<file path="config.mk">
export PLATFORM = sky130hd
export DESIGN_NAME = sar_search_4bit
export DESIGN_NICKNAME = d
export VERILOG_FILES = /design/src/rtl/sar_search_4bit.sv
export SDC_FILE = /design/constraint.sdc
export NUM_CORES = 1
export LEC_CHECK = 0
export ABC_AREA = 0
export CAP_MARGIN = 20
export CELL_PAD_IN_SITES_DETAIL_PLACEMENT = 1
export CELL_PAD_IN_SITES_GLOBAL_PLACEMENT = 2
export CORE_MARGIN = 5
export CORE_UTILIZATION = 35
export DETAILED_ROUTE_END_ITERATION = 16
export GPL_ROUTABILITY_DRIVEN = 1
export PLACE_DENSITY = 0.81
export REMOVE_ABC_BUFFERS = 1
export SLEW_MARGIN = 20
export SYNTH_ARGS = -nofsm -noshare
export SYNTH_HDL_FRONTEND = slang
export SYNTH_SLANG_ARGS = --single-unit
</file>
<file path="constraint.sdc">
create_clock -name clk -period 2.97 [get_ports clk]
set_clock_uncertainty 0.05 [all_clocks]
set_input_delay 0.297 -clock clk [delete_from_list [all_inputs] [get_ports clk]]
set_output_delay 0.297 -clock clk [all_outputs]
set_load 0.01 [all_outputs]
</file>
<file path="src/rtl/sar_search_4bit.sv">
// Successive-approximation search engine. Drives the probe operand of an
// external magnitude comparator and uses its greater/less/equal flags to
// locate a hidden WIDTH-bit value by binary search, one compare per cycle.
module sar_search_4bit #(
   parameter int WIDTH = 4,
   parameter int SW    = $clog2(WIDTH + 2)
) (
   input  logic             clk,
   input  logic             reset,
   input  logic             start,
   input  logic             greater,
   input  logic             less,
   input  logic             equal,
   output logic [WIDTH-1:0] probe,
   output logic             busy,
   output logic             done,
   output logic             error,
   output logic [WIDTH-1:0] result,
   output logic [SW-1:0]    steps
);

   localparam logic [1:0] S_IDLE   = 2'd0;
   localparam logic [1:0] S_SEARCH = 2'd1;
   localparam logic [1:0] S_DONE   = 2'd2;

   localparam logic [WIDTH-1:0] RANGE_MAX  = {WIDTH{1'b1}};
   localparam logic [WIDTH-1:0] PROBE_INIT = {1'b0, {(WIDTH-1){1'b1}}};

   logic [1:0]       state_q,  state_d;
   logic [WIDTH-1:0] probe_q,  probe_d;
   logic [WIDTH-1:0] lo_q,     lo_d;
   logic [WIDTH-1:0] hi_q,     hi_d;
   logic [WIDTH-1:0] result_q, result_d;
   logic [SW-1:0]    steps_q,  steps_d;
   logic             error_q,  error_d;
   logic             onehot;

   // Exactly one comparator flag must be set for a compare to be trusted.
   always_comb begin
      onehot = (greater ^ less ^ equal) & ~(greater & less & equal);
   end

   // Next-state logic: load bounds on start, narrow them on every compare.
   always_comb begin
      state_d  = state_q;
      probe_d  = probe_q;
      lo_d     = lo_q;
      hi_d     = hi_q;
      result_d = result_q;
      steps_d  = steps_q;
      error_d  = error_q;
      case (state_q)
         S_IDLE: begin
            if (start) begin
               state_d = S_SEARCH;
               lo_d    = '0;
               hi_d    = RANGE_MAX;
               probe_d = PROBE_INIT;
               steps_d = '0;
               error_d = 1'b0;
            end
         end
         S_SEARCH: begin
            steps_d = steps_q + SW'(1);
            if (!onehot) begin
               error_d  = 1'b1;
               result_d = probe_q;
               state_d  = S_DONE;
            end else if (equal) begin
               error_d  = 1'b0;
               result_d = probe_q;
               state_d  = S_DONE;
            end else if (greater) begin
               // Hidden value above probe: a probe already at hi means the
               // bounds would cross, so the comparator is inconsistent.
               if (probe_q == hi_q) begin
                  error_d  = 1'b1;
                  result_d = probe_q;
                  state_d  = S_DONE;
               end else begin
                  lo_d    = probe_q + WIDTH'(1);
                  probe_d = WIDTH'(({1'b0, probe_q} + {1'b0, hi_q}
                                    + (WIDTH+1)'(1)) >> 1);
               end
            end else begin
               // Hidden value below probe; symmetric crossing check at lo.
               if (probe_q == lo_q) begin
                  error_d  = 1'b1;
                  result_d = probe_q;
                  state_d  = S_DONE;
               end else begin
                  hi_d    = probe_q - WIDTH'(1);
                  probe_d = WIDTH'(({1'b0, lo_q} + {1'b0, probe_q}
                                    - (WIDTH+1)'(1)) >> 1);
               end
            end
         end
         S_DONE: begin
            state_d = S_IDLE;
         end
         default: begin
            state_d = S_IDLE;
         end
      endcase
   end

   // State and datapath registers; reset clears everything, including mid-search.
   always_ff @(posedge clk) begin
      if (reset) begin
         state_q  <= S_IDLE;
         probe_q  <= '0;
         lo_q     <= '0;
         hi_q     <= '0;
         result_q <= '0;
         steps_q  <= '0;
         error_q  <= 1'b0;
      end else begin
         state_q  <= state_d;
         probe_q  <= probe_d;
         lo_q     <= lo_d;
         hi_q     <= hi_d;
         result_q <= result_d;
         steps_q  <= steps_d;
         error_q  <= error_d;
      end
   end

   assign probe  = probe_q;
   assign busy   = (state_q != S_IDLE);
   assign done   = (state_q == S_DONE);
   assign error  = error_q;
   assign result = result_q;
   assign steps  = steps_q;

endmodule

</file>
==> results.md, run 1 <==
- Most frequent cells after synthesis: dfxtp_1, inv_1, ha_1
- CP endpoint kind: register
- #FFs+latches synth: 22
- Layout cells sized above 1: 9.50%
- DR WL/cell: about 16 µm
- FF-to-FF End: probe[0]
- Hold depth: 2
- Most common cell in the netlist: dfxtp_1
- Congestion Overflow GR: 0
- Hpwl dp: about 2.9 mm
- Main flop type after synthesis: dfxtp_1
- Post-synth EDFFs: 0
- ANT cells: 0
- Vias in the first global route: between 1000 and 1500
- Critical path required time: 3.08 ns
- Dpl cells: 225
- Hold WS: 0.417 ns
- Fin. max-slew vios: 0
- Initial core utilization: a little over a third
- Power per Cell Area: about 480 nW/µm²
- Worst hold endpoint: error
- Area leader, netlist: dfxtp_1
- Post-synthesis sequential area ratio: 30.8%
- Minimum clock period: 2.34 ns
- Fillers: 473
- Kind of critical path: reg -> reg
- CP arrival: 2.45 ns
- CP max FO: 8
- Unique masters post-synth: 43
- Wirelength, routed: roughly 3.6 mm
- H-tree depth: 1
- Hold Startpoint: error
- Post-synth top area share: 30.8%
- Largest net degree at the start of global routing: 16
- Worst slew pin tran: around 0.42 ns
- Die Height: ~74 µm
- Die Area: 5460 µm²
- Clk slew on worst S/H paths: 0.09 ns
- CTS tree: built
- Synthesized cell area: about 1400 µm²
- Slew HR: 72.1%
- Placer Congestion: 0.891
- Fmax: 0.427 GHz
- Resize count post-CTS: 0
- Global-route wire length before repair: 6.04 mm
- Reg-to-reg critical path startpoint: probe[0]
- Antenna violations before repair: 0
- RSZ-0062 raised after global routing: false
- P&R area growth vs syn: 22.3%
- Die Width: 73.9 µm
- Cell Count, Final, Fillers Out: 229
- Gate Count Post-Synth: 159
- Core Region: 3970 µm²
- DRT Pass-1 Iters: 4
- Finished Core Util: 44.0%
- GRT Total Usage: approximately 14%
- Nets: just over 200
- Startpoint Class: register
- Run status: complete, no violations
- Dominant cells by area after synthesis: dfxtp_1, ha_1, inv_1
- TNS Setup: 0 ns
- Row count: 23
- Area of the multi-input gates: 891 µm²
- Via-to-Cell Ratio: 5.34
- Maximum ir drop on the vdd rail: 0.000236 V
- ANT nets after route: 0
- Clock Latency Late Sink: 0.27 ns
- FF/Latch Area: 440 µm²
- Static Leakage: roughly 0.00068 µW
- Root buf cell: clkbuf_8
- R2r setup slk: 0.63 ns
- DRC violations left: 0
- I/O pin cnt: 20
- Mapped Avg Cell Area: between 8 and 9 µm²
- Hold Buf Count CTS: 0
- YS warnings: 0
- HP Class: reg -> reg
- 1st-iter DRT viols: 32
- Async SR Flop Fraction: 0%
- I/O Buffers: 19
- Period utilization: ~79%
- Final hold vios: 0
- Sink Count: 22
- Maxcap violations: 0
- Final setup violation count: 0
- TritonCTS buffer count: 3
- Reg2Reg Depth: 6
- Longest Clk Path Bufs: 2
- Vias: between 1000 and 1500
- Post-CTS Setup Inserts: 0
[where the power goes]
group	switching [µW]	internal (µW)	total, µW
registers	21.8	311	333
clock network	105	180	285
logic	121	102	224
[through the flow]
stage          area, µm²  total power, µW  setup slack (ns)
6_report            1750              842             0.630
2_1_floorplan       1410              485             0.874
3_3_place_gp        1680              560             0.606
4_1_cts             1750              856             0.612
3_5_place_dp        1680              565             0.574
5_1_grt             1750              889             0.511
[cell families after synthesis]
logic type / Yosys count / synth area share [%]
AO/OA/AOI/OAI: 34 / 19.8
XOR/XNOR: 6 / 3.67
adder cells (fa/ha/maj): 17 / 15.9
buffers and inverters: 26 / 6.91
flip-flops: 22 / 30.8
multiplexers: 5 / 3.59
AND/OR/NAND/NOR: 49 / 19.3
[worst max-delay path by stage]
| stage | slack [ns] | startpoint | endpoint |
|---|---|---|---|
| floorplan | 0.87 | probe[1] | probe[2] |
| detailed placement | 0.57 | greater | hi_q[2] |
| global route | 0.51 | probe[2] | result[0] |
| global placement | 0.61 | greater | hi_q[2] |
| CTS | 0.61 | probe[2] | result[0] |
| finish | 0.63 | probe[0] | probe[0] |
[state kept, by name (all words and copies together), names as in the netlist]
| name | count |
|---|---|
| hi_q | 4 |
| lo_q | 4 |
| probe | 4 |
| result | 4 |
| steps | 3 |
| state_q | 2 |
| error | 1 |
[critical path, stage by stage, from the launching register on]
cell     delay, ns
dfxtp_1       0.53
inv_1         0.16
ha_1          0.35
o41ai_4       0.40
o21ai_2       0.22
and2_4        0.24
o311a_1       0.28
[cell usage in the layout (no fill, tap or decap), types with 2 or more instances in the layout]
master / netlist / routed
dfxtp_1: 22 / 22
nand3b_1: 3 / 3
a211oi_1: 2 / 2
ha_1: 15 / 15
inv_1: 20 / 20
nor3_1: 2 / 2
nor2_1: 10 / 10
o21ai_0: 2 / 2
clkbuf_8: 0 / 3
a21oi_1: 6 / 6
nand2_1: 12 / 12
clkdlybuf4s50_1: 0 / 19
fa_1: 2 / 2
nand2b_1: 3 / 3
a31o_1: 2 / 2
nand3_1: 5 / 5
nor4_1: 2 / 2
a22oi_1: 3 / 3
buf_4: 0 / 2
nor3b_2: 2 / 2
a31oi_1: 3 / 3
xnor2_1: 6 / 6
nor2b_1: 4 / 4
a221oi_1: 4 / 4
mux2i_1: 4 / 4
o311a_1: 2 / 2
[metal layers]
layer | vias to the layer above | GRT usage [%] | wire length, µm
li1 | 604 | - | -
met5 | - | 0 | 0
met1 | 597 | 16.7 | 1540
met3 | 6 | 2.60 | 111
met4 | 0 | 3.82 | 50
met2 | 17 | 27.2 | 1940
[layout make-up]
| type | instances | share of cell area, % |
|---|---|---|
| Multi-Input combinational cell | 111 | 50.9 |
| Sequential cell | 22 | 25.2 |
| Timing Repair Buffer | 21 | 11.7 |
| Inverter | 21 | 4.51 |
| Tap cell | 50 | 3.58 |
| Clock buffer | 3 | 2.36 |
| Clock inverter | 1 | 1.72 |
Note: power is estimated with default switching activity, not from simulation.
==> run 2, diff against run 1 <==
--- a/config.mk
+++ b/config.mk
@@ -10,10 +10,10 @@
 export CELL_PAD_IN_SITES_DETAIL_PLACEMENT = 1
 export CELL_PAD_IN_SITES_GLOBAL_PLACEMENT = 2
 export CORE_MARGIN = 5
-export CORE_UTILIZATION = 35
+export CORE_UTILIZATION = 30
 export DETAILED_ROUTE_END_ITERATION = 16
 export GPL_ROUTABILITY_DRIVEN = 1
-export PLACE_DENSITY = 0.81
+export PLACE_DENSITY = 0.73
 export REMOVE_ABC_BUFFERS = 1
 export SLEW_MARGIN = 20
 export SYNTH_ARGS = -nofsm -noshare
==> constraint.sdc (replaced) <==
create_clock -name clk -period 2 [get_ports clk]
set_clock_uncertainty 0.05 [all_clocks]
set_input_delay 0.2 -clock clk [delete_from_list [all_inputs] [get_ports clk]]
set_output_delay 0.2 -clock clk [all_outputs]
set_load 0.01 [all_outputs]
==> results.md, run 2 (synthesis gave the netlist of run 1 again) <==
- Fmax: 0.515 GHz (was 0.427 GHz)
- Critical path, cell by cell: inv_4, ha_4, o41ai_4, o21ai_4, and2_4, o311a_1 (was inv_1, ha_1, o41ai_4, o21ai_2, and2_4, o311a_1)
- ANT nets after route: 0 (unchanged)
- CTS tree: built (unchanged)
- Clk slew on worst S/H paths: 0.09 ns (about the same)
- Root buf cell: clkbuf_8 (unchanged)
- Nets: 220 (was 203)
- DRT Pass-1 Iters: 4 (unchanged)
- Via-to-Cell Ratio: 5.14 (was 5.34)
- P&R area growth vs syn: 42.4% (was 22.3%)
- DR WL/cell: 17.9 µm (was 15.9 µm)
- Die Area: 6250 µm² (was 5460 µm²)
- Global-route wire length before repair: 7.00 mm (was 6.04 mm)
- Final setup violation count: 0 (unchanged)
- CP max-delay cell: o41ai_4 (was dfxtp_1)
- DRC violations left: 0 (unchanged)
- H-tree depth: 1 (unchanged)
- FF/Latch Area: 449 µm² (was 440 µm²)
- RSZ-0062 raised after global routing: false (unchanged)
- Slew HR: 73.0% (was 72.1%)
- Worst slew pin tran: 0.404 ns (was 0.416 ns)
- TNS Setup: 0 ns (unchanged)
- Largest net degree at the start of global routing: 16 (unchanged)
- Top delay family on crit path: compound AO/OA/AOI/OAI gates (unchanged)
- I/O Buffers: 19 (unchanged)
- Finished Core Util: 43.7% (was 44.0%)
- Maximum ir drop on the vdd rail: 0.000331 V (was 0.000236 V)
- Longest Clk Path Bufs: 2 (unchanged)
- Die Height: 79.0 µm (was 73.9 µm)
- Vias: 1286 (was 1224)
- HP Class: reg -> reg (unchanged)
- Max incr delay on CP: 0.43 ns (was 0.53 ns)
- CP arrival: 2.05 ns (was 2.45 ns)
- Clock Latency Late Sink: 0.27 ns (about the same)
- CP endpoint kind: register (unchanged)
- I/O pin cnt: 20 (unchanged)
- Congestion Overflow GR: 0 (unchanged)
- Hold Buf Count CTS: 0 (unchanged)
- 1st-iter DRT viols: 38 (was 32)
- Antenna violations before repair: 0 (unchanged)
- Core Region: 4660 µm² (was 3970 µm²)
- Static Leakage: 0.000774 µW (was 0.000679 µW)
- ANT cells: 0 (unchanged)
- Die Width: 79.0 µm (was 73.9 µm)
- Placer Congestion: 0.851 (was 0.891)
- Maxcap violations: 0 (unchanged)
- GRT Total Usage: 14.2% (was 14.5%)
- Power per Cell Area: 685 nW/µm² (was 481 nW/µm²)
- Worst path bufs/invs: 1 (unchanged)
- Fin. max-slew vios: 0 (unchanged)
- Period utilization: 97.1% (was 78.8%)
- Final hold vios: 0 (unchanged)
- Initial core utilization: 30.7% (was 36.0%)
- Row count: 25 (was 23)
- Startpoint Class: register (unchanged)
- Critical path required time: 2.10 ns (was 3.08 ns)
- Wirelength, routed: 4.48 mm (was 3.64 mm)
- Most frequent cells in the layout: clkdlybuf4s50_1, buf_4, dfxtp_1 (was dfxtp_1, inv_1, clkdlybuf4s50_1)
- Vias in the first global route: 1374 (was 1302)
- Area of the multi-input gates: 1030 µm² (was 891 µm²)
- Kind of critical path: reg -> reg (unchanged)
- Hpwl dp: 3.33 mm (was 2.90 mm)
- TritonCTS buffer count: 3 (unchanged)
- CP max FO: 6 (was 8)
- Sink Count: 22 (unchanged)
- Run status: complete, no violations (unchanged)
- Layout cells sized above 1: 29.1% (was 9.50%)
- Fillers: 525 (was 473)
- Minimum clock period: 1.94 ns (was 2.34 ns)
## run 2: path summary, 6_finish.rpt
path | slack (ns) | endpoint | start | depth (start not counted)
hold / removal | 0.42 | result[1] | result[1] | 2
hold reg to reg | 0.42 | result[1] | result[1] | 2
setup reg to reg | 0.06 | probe[1] | probe[0] | 6
setup / recovery | 0.06 | probe[1] | probe[0] | 6
## run 2: timing repair
item / in CTS / in global routing
gates resized for setup: 6 / 21
setup buffers: 0 / 2
endpoints found under the setup margin: 4 / 14
pin swaps: 3 / 6
## run 2: layer usage
metal / wire, µm / vias up / global-route usage [%]
met4: 30 / 0 / 2.06
met2: 2300 / 17 / 25.3
li1: - / 638 / -
met5: 0 / - / 0
met1: 2020 / 627 / 18.0
met3: 134 / 4 / 2.61
## run 2: power by group
group          switching, µW  leakage (µW)  internal (µW)
Combinational            238      0.000556            235
Sequential              25.9      0.000182            462
Clock                    166     0.0000357            267
## run 2: through the flow
| stage | power, µW | cell area, µm² | hold slack, ns | setup WS (ns) | std cells |
|---|---|---|---|---|---|
| global placement | 881 | 1800 | 0.393 | -0.0533 | 244 |
| CTS | 1340 | 1910 | 0.420 | 0.00717 | 248 |
| detailed placement | 894 | 1800 | 0.406 | -0.0636 | 244 |
| global route | 1460 | 2040 | 0.443 | 0.0000937 | 250 |
| floorplan | 720 | 1410 | 0.219 | -0.0964 | 154 |
| finish | 1390 | 2040 | 0.416 | 0.0587 | 250 |
## run 2: tightest hold or removal path: stages, from the launching register on
cell	delay, ns
dfxtp_1	0.32
nand2_1	0.05
mux2i_1	0.05
## run 2: final cells by class
class                           count  area share (%)
Tap cell                           54            3.32
Sequential cell                    22            22.1
Clock buffer                        3            2.03
Timing Repair Buffer               38            16.3
Inverter                           21            3.99
Clock inverter                      1            1.47
Multi-Input combinational cell    111            50.8
